[config.mk]
export PLATFORM = sky130hd
export DESIGN_NAME = muldiv_issue_ctrl
export DESIGN_NICKNAME = d
export VERILOG_FILES = /design/src/rtl/mips_pkg.sv /design/src/rtl/md_decode.sv /design/src/rtl/muldiv_issue_ctrl.sv
export SDC_FILE = /design/constraint.sdc
export NUM_CORES = 1
export LEC_CHECK = 0
export CAP_MARGIN = 15
export CORE_MARGIN = 3
export CORE_UTILIZATION = 38
export DETAILED_ROUTE_END_ITERATION = 8
export GPL_TIMING_DRIVEN = 0
export PLACE_DENSITY_LB_ADDON = 0.2
export SLEW_MARGIN = 10
export SYNTH_ARGS = -nofsm -noshare
export SYNTH_HDL_FRONTEND = slang
export SYNTH_SLANG_ARGS = --single-unit
[constraint.sdc]
create_clock -name clk -period 1.4 [get_ports clk]
set_input_delay 0.28 -clock clk [delete_from_list [all_inputs] [get_ports clk]]
set_output_delay 0.28 -clock clk [all_outputs]
set_load 0.02 [all_outputs]
[src/rtl/mips_pkg.sv]
// Shared MIPS decode constants and the multiply/divide sequencer state encoding.
`default_nettype none
package mips_pkg;
  localparam logic [5:0] OP_RTYPE = 6'b000000;
  localparam logic [5:0] F_MULT   = 6'b011000;
  localparam logic [5:0] F_MULTU  = 6'b011001;
  localparam logic [5:0] F_DIV    = 6'b011010;
  localparam logic [5:0] F_DIVU   = 6'b011011;
  localparam logic [5:0] F_MFHI   = 6'b010000;
  localparam logic [5:0] F_MTHI   = 6'b010001;
  localparam logic [5:0] F_MFLO   = 6'b010010;
  localparam logic [5:0] F_MTLO   = 6'b010011;

  typedef enum logic [1:0] {
    IDLE = 2'b00,
    RUN  = 2'b01,
    WB   = 2'b10
  } md_state_t;
endpackage
`default_nettype wire

[src/rtl/md_decode.sv]
// Combinational classifier for mult/div and HI/LO-access instructions in ID.
`default_nettype none
module md_decode
  import mips_pkg::*;
(
  input  logic       id_valid,
  input  logic [5:0] id_op,
  input  logic [5:0] id_func,
  output logic       md_op,
  output logic       hilo_op,
  output logic       is_div,
  output logic       is_signed
);
  logic rtype;
  assign rtype = id_valid && (id_op == OP_RTYPE);

  always_comb begin
    md_op     = 1'b0;
    hilo_op   = 1'b0;
    is_div    = 1'b0;
    is_signed = 1'b0;
    if (rtype) begin
      case (id_func)
        F_MULT:  begin md_op = 1'b1; is_signed = 1'b1; end
        F_MULTU: begin md_op = 1'b1; end
        F_DIV:   begin md_op = 1'b1; is_div = 1'b1; is_signed = 1'b1; end
        F_DIVU:  begin md_op = 1'b1; is_div = 1'b1; end
        F_MFHI, F_MTHI, F_MFLO, F_MTLO: hilo_op = 1'b1;
        default: ;
      endcase
    end
  end
endmodule
`default_nettype wire

[src/rtl/muldiv_issue_ctrl.sv]
// Issues mult/div into the iterative unit, times its latency, strobes HI/LO
// and merges load-use and mult/div stalls into the pipeline freeze controls.
`default_nettype none
module muldiv_issue_ctrl
  import mips_pkg::*;
#(
  parameter int MUL_CYCLES = 4,
  parameter int DIV_CYCLES = 32
) (
  input  logic       clk,
  input  logic       rst_n,
  input  logic       id_valid,
  input  logic [5:0] id_op,
  input  logic [5:0] id_func,
  input  logic       load_stall,
  output logic       md_start,
  output logic       md_is_div,
  output logic       md_signed,
  output logic       hilo_we,
  output logic       md_busy,
  output logic       stall,
  output logic       pc_we,
  output logic       ifid_we,
  output logic       idex_bubble
);
  localparam logic [5:0] MUL_LOAD = 6'(MUL_CYCLES - 2);
  localparam logic [5:0] DIV_LOAD = 6'(DIV_CYCLES - 2);

  md_state_t  state, state_nx;
  logic [5:0] cnt, cnt_nx;
  logic       op_div, op_div_nx, op_signed, op_signed_nx;
  logic       dec_md, dec_hilo, dec_div, dec_signed;
  logic       busy_raw, md_stall, issue;

  md_decode u_decode (
    .id_valid  (id_valid),
    .id_op     (id_op),
    .id_func   (id_func),
    .md_op     (dec_md),
    .hilo_op   (dec_hilo),
    .is_div    (dec_div),
    .is_signed (dec_signed)
  );

  // Outputs are gated by rst_n so the reset cycle itself is quiet.
  assign busy_raw = (state != IDLE);
  assign md_stall = rst_n && busy_raw && (dec_md || dec_hilo);
  assign issue    = rst_n && (state == IDLE) && dec_md && !load_stall;

  always_comb begin
    state_nx     = state;
    cnt_nx       = cnt;
    op_div_nx    = op_div;
    op_signed_nx = op_signed;
    case (state)
      IDLE: if (issue) begin
        state_nx     = RUN;
        cnt_nx       = dec_div ? DIV_LOAD : MUL_LOAD;
        op_div_nx    = dec_div;
        op_signed_nx = dec_signed;
      end
      RUN: if (cnt == 6'd0) state_nx = WB;
           else cnt_nx = cnt - 6'd1;
      WB:      state_nx = IDLE;
      default: state_nx = IDLE;
    endcase
  end

  always_ff @(posedge clk) begin
    if (!rst_n) begin
      state     <= IDLE;
      cnt       <= 6'd0;
      op_div    <= 1'b0;
      op_signed <= 1'b0;
    end else begin
      state     <= state_nx;
      cnt       <= cnt_nx;
      op_div    <= op_div_nx;
      op_signed <= op_signed_nx;
    end
  end

  // Outside the issue cycle the kind outputs report the in-flight op.
  assign md_start    = issue;
  assign md_is_div   = issue ? dec_div    : (rst_n && busy_raw && op_div);
  assign md_signed   = issue ? dec_signed : (rst_n && busy_raw && op_signed);
  assign hilo_we     = rst_n && (state == WB);
  assign md_busy     = rst_n && busy_raw;
  assign stall       = rst_n && (load_stall || md_stall);
  assign pc_we       = !stall;
  assign ifid_we     = !stall;
  assign idex_bubble = stall;
endmodule
`default_nettype wire

## After elaboration in Yosys (flattened, before gate mapping)

Cells that the tools add are included.
W data, S select, Z words.

| storage, ports and cells | value |
|---|---|
| logic and storage cells | 61 |
| output and inout bits | 9 |
| input bits | 16 |
| flip-flop bits (word level) | 10 |

| operators by class | value |
|---|---|
| reduce and logical (&&, ||, !) cells | 26 |
| add/subtract/negate cells | 1 |
| eq/ne operators | 13 |
| muxes and demuxes | 17 |

Operators by type and width:

| cell | count |
|---|---|
| $eq A6 B5 Y1 const B | 8 |
| $logic_not A6 Y1 | 2 |
| $mux W6 | 2 |
| $pmux W6 S2 | 1 |
| $logic_and A1 B1 Y1 | 10 |
| $mux W1 | 10 |
| $reduce_or A4 Y1 | 2 |
| $ne A2 B2 Y1 const B | 3 |
| $sub A6 B1 Y6 const B | 1 |
| $mux W5 | 1 |
| $mux W2 | 2 |
| $pmux W2 S2 | 1 |
| $reduce_and A2 Y1 | 2 |
| $reduce_bool A2 Y1 | 2 |
| $reduce_or A2 Y1 | 2 |
| $reduce_and A3 Y1 | 1 |
| $eq A2 B1 Y1 const B | 1 |
| $eq A2 B2 Y1 const B | 1 |
| $logic_not A1 Y1 | 2 |
| $logic_not A2 Y1 | 1 |
| $logic_or A1 B1 Y1 | 2 |

## Depth between registers and ports, before layout

Gate-level depths: netlist of run 1.

| logic depth | value |
|---|---|
| depth after elaboration | 9 |
| depth in mapped cells | 7 |
| mapped depth without buffers | 7 |

## Cells and area by module

A second synthesis of run 1 with hierarchy kept.

| unflattened totals | value |
|---|---|
| cells, all modules | 87 |
| area, all modules | 674.4 µm² |

By module, submodules not included:

| module | times used | cells an instance | area an instance (µm²) |
|---|---|---|---|
| muldiv_issue_ctrl | 1 | 77 | 609.3 |
| md_decode | 1 | 10 | 65.1 |

## Least setup slack after synthesis of run 1

Ideal clock, no wire load.

| path | value |
|---|---|
| kind | reg2out |
| start point | register state[1] |
| end point | output stall |
| setup slack | -0.513 ns |
| path buffers | 1 |
| arrival | 1.633 ns |
| cell stages (with the launch flop) | 5 |
| cells stage by stage | dfxtp_1 o21a_1 a32oi_1 inv_1 buf_4 |

| on the way | value |
|---|---|
| cells in the longest elaborated chain, start to end | 5 |

RTL lines:

| what | line | text |
|---|---|---|
| start: declaration | muldiv_issue_ctrl.sv:29 | `md_state_t state, state_nx;` |
| start signal: assignment | muldiv_issue_ctrl.sv:76 | `state <= state_nx;` |
| $reduce_bool A2 Y1 | muldiv_issue_ctrl.sv:46 | `assign busy_raw = (state != IDLE);` |
| $logic_and A1 B1 Y1 | n/a |  |
| net md_busy | muldiv_issue_ctrl.sv:20 | `output logic md_busy,` |
| $logic_and A1 B1 Y1 | muldiv_issue_ctrl.sv:47 | `assign md_stall = rst_n && busy_raw && (dec_md \|\| dec_hilo);` |
| $logic_or A1 B1 Y1 | muldiv_issue_ctrl.sv:89 | `assign stall = rst_n && (load_stall \|\| md_stall);` |
| $logic_and A1 B1 Y1 | muldiv_issue_ctrl.sv:89 |  |
| end: declaration | muldiv_issue_ctrl.sv:21 | `output logic stall,` |

The timed path passes the listed nets, and every way through them passes these cells.

## Worst setup path in the final report of run 1

| path | value |
|---|---|
| start point | register state[0] |
| end point | output md_signed |

| on the way | value |
|---|---|
| cells in the longest elaborated chain, start to end | 5 |
| elaborated cells between the ends (all ways) | 8 |
| classes of those cells | 1 x mux; 7 x reduce/logical |

RTL lines:

| what | line | text |
|---|---|---|
| $logic_not A2 Y1 | muldiv_issue_ctrl.sv:48 | `assign issue = rst_n && (state == IDLE) && dec_md && !load_stall;` |
| $logic_and A1 B1 Y1 (3 in a row) | muldiv_issue_ctrl.sv:48 |  |
| $mux W1 * | muldiv_issue_ctrl.sv:86 | `assign md_signed = issue ? dec_signed : (rst_n && busy_raw && op_signed);` |
| end: declaration | muldiv_issue_ctrl.sv:18 | `output logic md_signed,` |

Every way passes the cells marked *; elsewhere a longest branch is shown, timed or not.

==> results_dict.tcl, run 1 <==
set metrics [dict create \
    vias 742 \
    drt-pass1-iter-count 4 \
    antenna_found_initial 0 \
    holdWs_ps 455 \
    viasPerCell 5.62 \
    seq_area_frac_synth 0.300 \
    grt_overflow 0 \
    clkLatencyLatePin_ps 260 \
    antennaDiodeCount 0 \
    synth_area_um2 668 \
    fp-row-count 14 \
    finalWeightedCongestion 0.823 \
    die_area_um2 2300 \
    rsz0062_at_grt "yes" \
    syn_nets 98 \
    maxCapViolCount 0 \
    synth_cell_types 31 \
    ir_drop_mv 0.656 \
    dp_hpwl_mm 1.31 \
    crit_fanout 6 \
    min_period_ps 1740 \
    timing.rr.start "cnt[2]" \
    worstRegToRegCells 5 \
    required_ps 1120 \
    finalNonFillerCells 132 \
    grt_usage 0.174 \
    final_util 0.723 \
    max_slew.worst_pin.slew_ps 386 \
    coreArea_um2 1580 \
    wl_met2_mm 1.09 \
    wl_met3_um 90 \
    clock-sinks 10 \
    cp-endpoint "md_signed" \
    wl_mm 1.99 \
    crit_type "flip-flop to primary output" \
    place_inst 120 \
    layout-drive-gt1-share 0.466 \
    final_common_cell "buf_6" \
    grt_pass1_vias 692 \
    final-seq-area_um2 211 \
    violations "setup timing" \
    hold_violations 0 \
    wl_met1_um 799 \
    cellLeakagePower_nw 0.497 \
    grt_pass1_wl_mm 2.80 \
    netlist_instances 80 \
    clockBufferDepth 2 \
    nFillCells 127 \
    multi_input_area_um2 551 \
    crit_start "state[0]" \
    setup_viol 12 \
    highest_layer "met4" \
    ant_nets 0 \
    die_y_um 47.9 \
    clock.fmax_mhz 573 \
    fin_ws_ps -344 \
    cellPowerDensity_nw_per_um2 500 \
    outcome "finished, violations left" \
    ys_warn_count 0 \
    num_io_pins 25 \
    r2r-end "cnt[5]" \
    drc 0 \
    die_w_um 47.9 \
    hold_buffers 0 \
    cts_buffers 3 \
    initial_core_util 0.424 \
    worst_ep_arrival_time_ps 1460 \
    reg2reg_setup_slack_ps -70 \
    worst_setup_path_end_kind "primary output" \
    io_buffer_count 24 \
    grt_max_degree 11 \
    period_share 1.25 \
    hold_class "flip-flop to flip-flop" \
    avgSynthCellArea_um2 8.35 \
    clkTransAtPathRegs_ps 60 \
    finalMaxSlewViolations 0 \
    nets 136 \
    slew_headroom 0.743 \
    synth_seq_cells 10 \
    start_kind "flip-flop" \
    syn_to_final_growth_pct 70.6 \
    cts_tree "done" \
    drtIter0Drc 14 \
    skew_ps 2.04 \
    root_buffer "clkbuf_4" \
    final_cell_mix "buf_6, nand2_1, dlygate4sd2_1, buf_4, dfxtp_1" \
    dpl_worst_slack_ps -1230 \
    cts_htree_levels 1 \
    wl_per_cell_um 15.1 \
]
## final cells by class
cell class                      count  area share
Multi-Input combinational cell     64       0.483
Tap cell                           16      0.0176
Sequential cell                    10       0.186
Inverter                            3     0.00988
Clock buffer                        3      0.0198
Buffer                              3      0.0231
Timing Repair Buffer               33       0.261
## cell usage after synthesis
cell      instances  area [um^2]
inv_1             3         11.3
nor4_4            1         21.3
and3_1            1         6.26
clkbuf_1          1         3.75
dfxtp_1          10          200
nor3b_1           4         30.0
o21ai_2           1         8.76
a21oi_1           4         20.0
nand2b_1          3         18.8
and4_1            2         17.5
or3_4             1         11.3
o21a_1            2         15.0
o211a_1           2         20.0
nor2_1            7         26.3
o211ai_1          2         15.0
nor3b_2           1         12.5
o22ai_1           1         6.26
a21boi_1          3         22.5
and2b_1           1         7.51
buf_4             2         15.0
nand2_2           1         6.26
nand2_1          12         45.0
or2_4             1         8.76
a32oi_1           1         8.76
o21ai_0           4         20.0
nor4b_2           1         15.0
and3b_1           1         8.76
nand4_1           1         6.26
ha_1              2         25.0
and4bb_2          2         25.0
nand3_1           2         10.0
## worst max-delay path, cell delays in order, from the launching register on
cell	delay [ps]
dfxtp_4	370
nor4b_4	300
nand4_1	210
o21ai_2	190
buf_6	140
## state kept, by name, indices dropped and copies added (netlist names)
register / count
cnt: 6
state: 2
op_signed: 1
op_div: 1
## logic make-up after synthesis
kind of cell | after synthesis | synth area share
AND/OR/NAND/NOR | 42 | 0.414
AO/OA/AOI/OAI | 20 | 0.204
flip-flops | 10 | 0.300
buffers and inverters | 6 | 0.0449
adder cells (fa/ha/maj) | 2 | 0.0374
## where the power goes
group          internal [W]  switching, W   total, W
clock network     0.0000992     0.0000943   0.000194
registers          0.000279  0.0000000182   0.000279
logic             0.0000560     0.0000417  0.0000978
total              0.000434      0.000136   0.000570
## per-layer routing
layer	up-vias	GRT usage
met1	353	0.193
met4	0	0.0161
met2	18	0.322
li1	367	-
met3	4	0.0677
met5	-	0
## worst min path at each step
stage,slack [ps],start,endpoint,cells past startpoint
after global routing,470,cnt[4],cnt[4],2
after detailed placement,450,op_div,op_div,2
after floorplan,430,rst_n,cnt[4],2
after global placement,440,op_div,op_div,2
final,450,cnt[4],cnt[4],2
after CTS,460,op_div,op_div,2
## repair_timing
| item | 4_1_cts | 5_1_grt |
|---|---|---|
| setup endpoints to repair | 18 | 16 |
| resized for setup | 80 | 24 |
| pin swaps | 9 | 14 |
| buffers inserted | 7 | 4 |
## metrics by stage
step,instance area (um^2),setup TNS (ps),total power [W]
2_1_floorplan,713,-504,0.000324
3_3_place_gp,973,-14110,0.000391
3_5_place_dp,973,-14200,0.000391
4_1_cts,1060,-3130,0.000579
5_1_grt,1140,-3240,0.000593
6_report,1140,-2070,0.000570
(Power assumes the default switching activity.)
==> run 2, diff against run 1 <==
--- a/config.mk
+++ b/config.mk
@@ -8,10 +8,11 @@
 export CAP_MARGIN = 15
 export CORE_MARGIN = 3
 export CORE_UTILIZATION = 38
+export CTS_CLUSTER_SIZE = 8
 export DETAILED_ROUTE_END_ITERATION = 8
 export GPL_TIMING_DRIVEN = 0
 export PLACE_DENSITY_LB_ADDON = 0.2
-export SLEW_MARGIN = 10
+export SLEW_MARGIN = 20
 export SYNTH_ARGS = -nofsm -noshare
 export SYNTH_HDL_FRONTEND = slang
 export SYNTH_SLANG_ARGS = --single-unit
==> results of run 2 <==
The final DEF is identical to that of run 1; final timing and power are the same.
==> run 3, diff against run 2 <==
--- a/config.mk
+++ b/config.mk
@@ -12,7 +12,6 @@
 export DETAILED_ROUTE_END_ITERATION = 8
 export GPL_TIMING_DRIVEN = 0
 export PLACE_DENSITY_LB_ADDON = 0.2
-export SLEW_MARGIN = 20
 export SYNTH_ARGS = -nofsm -noshare
 export SYNTH_HDL_FRONTEND = slang
 export SYNTH_SLANG_ARGS = --single-unit
==> results of run 3 <==
The final DEF is identical to that of run 1; final timing and power are the same.
==> edit 1: new RTL, flow settings as in run 1 <==
Make the reset (`rst_n`) asynchronous in one clocked block.
--- a/src/rtl/muldiv_issue_ctrl.sv
+++ b/src/rtl/muldiv_issue_ctrl.sv
@@ -68,3 +68,3 @@
 
-  always_ff @(posedge clk) begin
+  always_ff @(posedge clk or negedge rst_n) begin
     if (!rst_n) begin
Behaviour: same outputs for any inputs over 10 cycles, from zero or initial values and one cycle with rst_n low; that may be too few to reach the edited logic, so the function may still have changed.
==> edit 1 against run 1 <==
The run still ends with setup timing left; routed wire length is 20% higher; total power rose by 20%; critical path type unchanged; die area is 0.17% higher; area after synthesis increased by 0.19%; highest routed layer unchanged; critical path depth is 2 higher; setup slack worse by 0.24 ns; largest power group unchanged; sequential cell count stayed put; final area is 14% higher.
==> edit 1: results (changes against run 1) <==
| Metric | Value |
|---|---|
| Crit path max-delay family | `simple AND/OR/NAND/NOR gates` |
| Post-synth top cells | `dfrtp_1, inv_1, nand3_1, nand2_1, o21ai_1` |
| Routability Congestion | `0.7934 (-3.5%)` |
| Met3 GRT Util | `2.632% (-4.1 points)` |
| Gr usage total | `18.54% (+1.1 points)` |
| Met2 WL post-DR | `1248 µm (+15%)` |
| Regs by FF count | `cnt x6, state x2` |
| Synth Area in Adders | `3.738% (-0.0070 points)` |
| Final setup viols | `17 (+5)` |
| Min-Delay Startpoint | `cnt[0]` |
| DRT iter0 DRCs | `13 (-1)` |
| Synth unique cells | `36 (+16%)` |
| Worst Skew | `0.009496 ns (+0.007456 ns)` |
| Place WS | `-1.606 ns (-0.3737 ns)` |
| Met2 usage | `31.66% (-0.53 points)` |
| Failing checks | `setup timing` |
| Post-DP HPWL | `1247 µm (-4.9%)` |
| Register area share after synthesis | `37.38% (+7.4 points)` |
| Worst-path clk slew | `0.08 ns (+0.02 ns)` |
| RR Startpoint | `state[0]` |
| Fill count | `90 (-29%)` |
| Critical Path Source | `state[0]` |
| Asr flop ratio synth | `100.0% (+100 points)` |
| Met3 routed WL | `83 µm (-7.8%)` |
| Final WS setup | `-0.5817 ns (-0.2376 ns)` |
| LEAKAGE | `0.6124 nW (+23%)` |
| Mux contribution to synthesized area | `2.243% (+2.2 points)` |
| Compound-Gate Fraction of Synth Area | `20.00% (-0.41 points)` |
| Status | `finished with violations` |
| Worst-Skew Late Latency | `0.28 ns (+0.02 ns)` |
| Via count | `757 (+2.0%)` |
| Drt total wl | `2385 µm (+20%)` |
| Top post-synthesis cells by area | `dfrtp_1, nand3_1, inv_1, ha_1, nor4b_4` |
| Vias in the first global route | `657 (-5.1%)` |
| Fraction of layout cells with a size suffix above 1 | `54.92% (+8.4 points)` |
| Post-Route M1 WL | `957 µm (+20%)` |
| Crit-path max cell delay | `0.43 ns (+0.06 ns)` |
| Slew margin rel. | `67.85% (-6.4 points)` |
| Placed cell areas | `988.4 µm² (+1.5%)` |
| Net Count, Synth | `89 (-9.2%)` |
| Met1 GRT Util | `21.36% (+2.1 points)` |
| CTS root buffer | `clkbuf_4` |
| CP max-delay cell | `dfrtp_2` |
| First-pass GRT wire length | `2884 µm (+3.0%)` |
| Port Buffers | `24 (unchanged)` |
| Worst vdd ir | `0.4872 mV (-26%)` |
| Nets | `141 (+3.7%)` |
-- edit 1: through the flow --
stage / utilization (%) / setup TNS [ns] / instances
detailed placement: 62.70 / -18.81 / 111
global placement: 62.70 / -18.69 / 111
finish: 82.62 / -4.253 / 138
global route: 82.62 / -5.119 / 138
CTS: 73.49 / -3.582 / 127
floorplan: - / -0.6819 / 71
-- edit 1: area by class of cell --
type,count,area (µm²),share of cell area (%)
Buffer,3,33.78,2.594
Clock buffer,4,36.28,2.786
Inverter,8,30.03,2.305
Multi-Input combinational cell,50,495.5,38.04
Sequential cell,10,252.7,19.40
Tap cell,16,20.02,1.537
Timing Repair Buffer,47,434.2,33.33
-- edit 1: where the power goes --
| group | leakage (nW) | switching [mW] | internal (mW) |
|---|---|---|---|
| Combinational | 0.468 | 0.0549 | 0.0662 |
| Sequential | 0.124 | 0.00000485 | 0.289 |
| Clock | 0.0210 | 0.116 | 0.158 |
| Total | 0.612 | 0.171 | 0.513 |
-- edit 1: kinds of logic (layout without fill, tap and decap cells) --
logic type               after synthesis  after routing
flip-flops                            10             10
AO/OA/AOI/OAI                         20             20
AND/OR/NAND/NOR                       27             27
buffers and inverters                 11             62
multiplexers                           1              1
adder cells (fa/ha/maj)                2              2
-- edit 1: repair_timing --
action / CTS / global route
setup buffers: 11 / 12
resized for setup: 80 / 25
pin swaps: 8 / 6
endpoints found under the hold margin: 10 / 0
hold buffers: 1 / 0
endpoints found under the setup margin: 18 / 17
-- edit 1: path summary, 6_finish.rpt --
kind	to	slack, ns	depth (start not counted)
worst max-delay path	md_signed	-0.58	6
worst min-delay path	cnt[0]	0.50	1
worst max register to register	op_signed	-0.24	8
min in group asynchronous	cnt[1]	0.59	2
worst min register to register	cnt[0]	0.50	1
max in group asynchronous	state[0]	0.44	2
==> edit 2: new RTL, settings of run 1 <==
Made on the original files. Change the package constant `F_DIVU` from 6'b011011 to 6'b001101.
--- a/src/rtl/mips_pkg.sv
+++ b/src/rtl/mips_pkg.sv
@@ -7,3 +7,3 @@
   localparam logic [5:0] F_DIV    = 6'b011010;
-  localparam logic [5:0] F_DIVU   = 6'b011011;
+  localparam logic [5:0] F_DIVU   = 6'b001101;
   localparam logic [5:0] F_MFHI   = 6'b010000;
Behaviour: not the same (a bounded check fails within 4 cycles, from zero or initial values and one cycle with rst_n low).
==> edit 2 against run 1 <==
The flow still finishes with violations (setup timing); routed wire length is 34% higher; first-iteration DRC count is 64% higher; setup slack worse by 0.019 ns; utilization is 4.5 points higher; area after synthesis is 11% higher; sequential cell count stayed put; final area is 20% higher; total power is 23% higher; sequential power hardly changed; critical endpoint unchanged.
==> edit 2: results (changes against run 1) <==
| Metric | Value |
|---|---|
| Largest net degree at the start of global routing | `10 (-1)` |
| Dpl cells | `140 (+17%)` |
| Met2 WL post-DR | `1403 µm (+29%)` |
| Worst vdd ir | `0.6118 mV (-6.7%)` |
| First-pass GRT wire length | `3905 µm (+39%)` |
| LEAKAGE | `0.5728 nW (+15%)` |
| Mux contribution to synthesized area | `1.515% (+1.5 points)` |
| Final WS setup | `-0.3628 ns (-0.01874 ns)` |
| Met2 usage | `33.70% (+1.5 points)` |
| Register area share after synthesis | `26.94% (-3.0 points)` |
| Cells on Worst Hold Path | `3 (+1)` |
| Nets | `159 (+17%)` |
| Placed cell areas | `1049 µm² (+7.7%)` |
| Status | `finished with violations` |
| RR Startpoint | `state[1]` |
| Final core occ | `76.77% (+4.5 points)` |
| Setup TNS | `-2.784 ns (-0.7153 ns)` |
| Port Buffers | `23 (-4.2%)` |
| Min-Delay Startpoint | `rst_n` |
| Post-DP HPWL | `1375 µm (+5.0%)` |
| Final setup viols | `13 (+1)` |
| Drt total wl | `2673 µm (+34%)` |
| Routability Congestion | `0.8720 (+6.0%)` |
| Met1 GRT Util | `23.36% (+4.1 points)` |
| Vias in the first global route | `893 (+29%)` |
| Met3 routed WL | `164 µm (+82%)` |
| Met3 GRT Util | `7.122% (+0.35 points)` |
| Synth Area in Adders | `3.367% (-0.38 points)` |
| Place WS | `-1.236 ns (-0.003140 ns)` |
| R2R Path End | `cnt[2]` |
| Failing checks | `setup timing` |
| WHS Endpoint | `cnt[1]` |
| Synth unique cells | `34 (+9.7%)` |
| Fill count | `124 (-2.4%)` |
| Min-delay worst type | `input pin to flop` |
[edit 2: cell types whose count changed after synthesis, sizes merged, moves of 3 or more]
cell,change
inv,+5
nor3,+5
a21oi,+4
a21boi,-3
and3,+3
nand2,-3
[edit 2: area by class of cell]
| class | count | area share (%) |
|---|---|---|
| repair buffers | 44 | 30.90 |
| clock buffers | 4 | 2.651 |
| flip-flops and latches | 10 | 15.17 |
| plain buffers | 3 | 1.920 |
| inverters | 9 | 2.559 |
| multi-input cells | 70 | 44.52 |
| well taps | 25 | 2.285 |
[edit 2: timing repair]
item | 4_1_cts | 5_1_grt
buffers inserted | 26 | 6
gates cloned | 0 | 0
gates resized for setup | 127 | 19
setup endpoints to repair | 18 | 16
hold endpoints to repair | 0 | 0
pin swaps | 21 | 12
[edit 2: where the power goes]
part	internal [mW]	leakage (nW)	switching, mW
clock	0.158	0.0210	0.106
combinational	0.0841	0.470	0.0694
sequential	0.280	0.0821	0.0000175
total	0.523	0.573	0.176
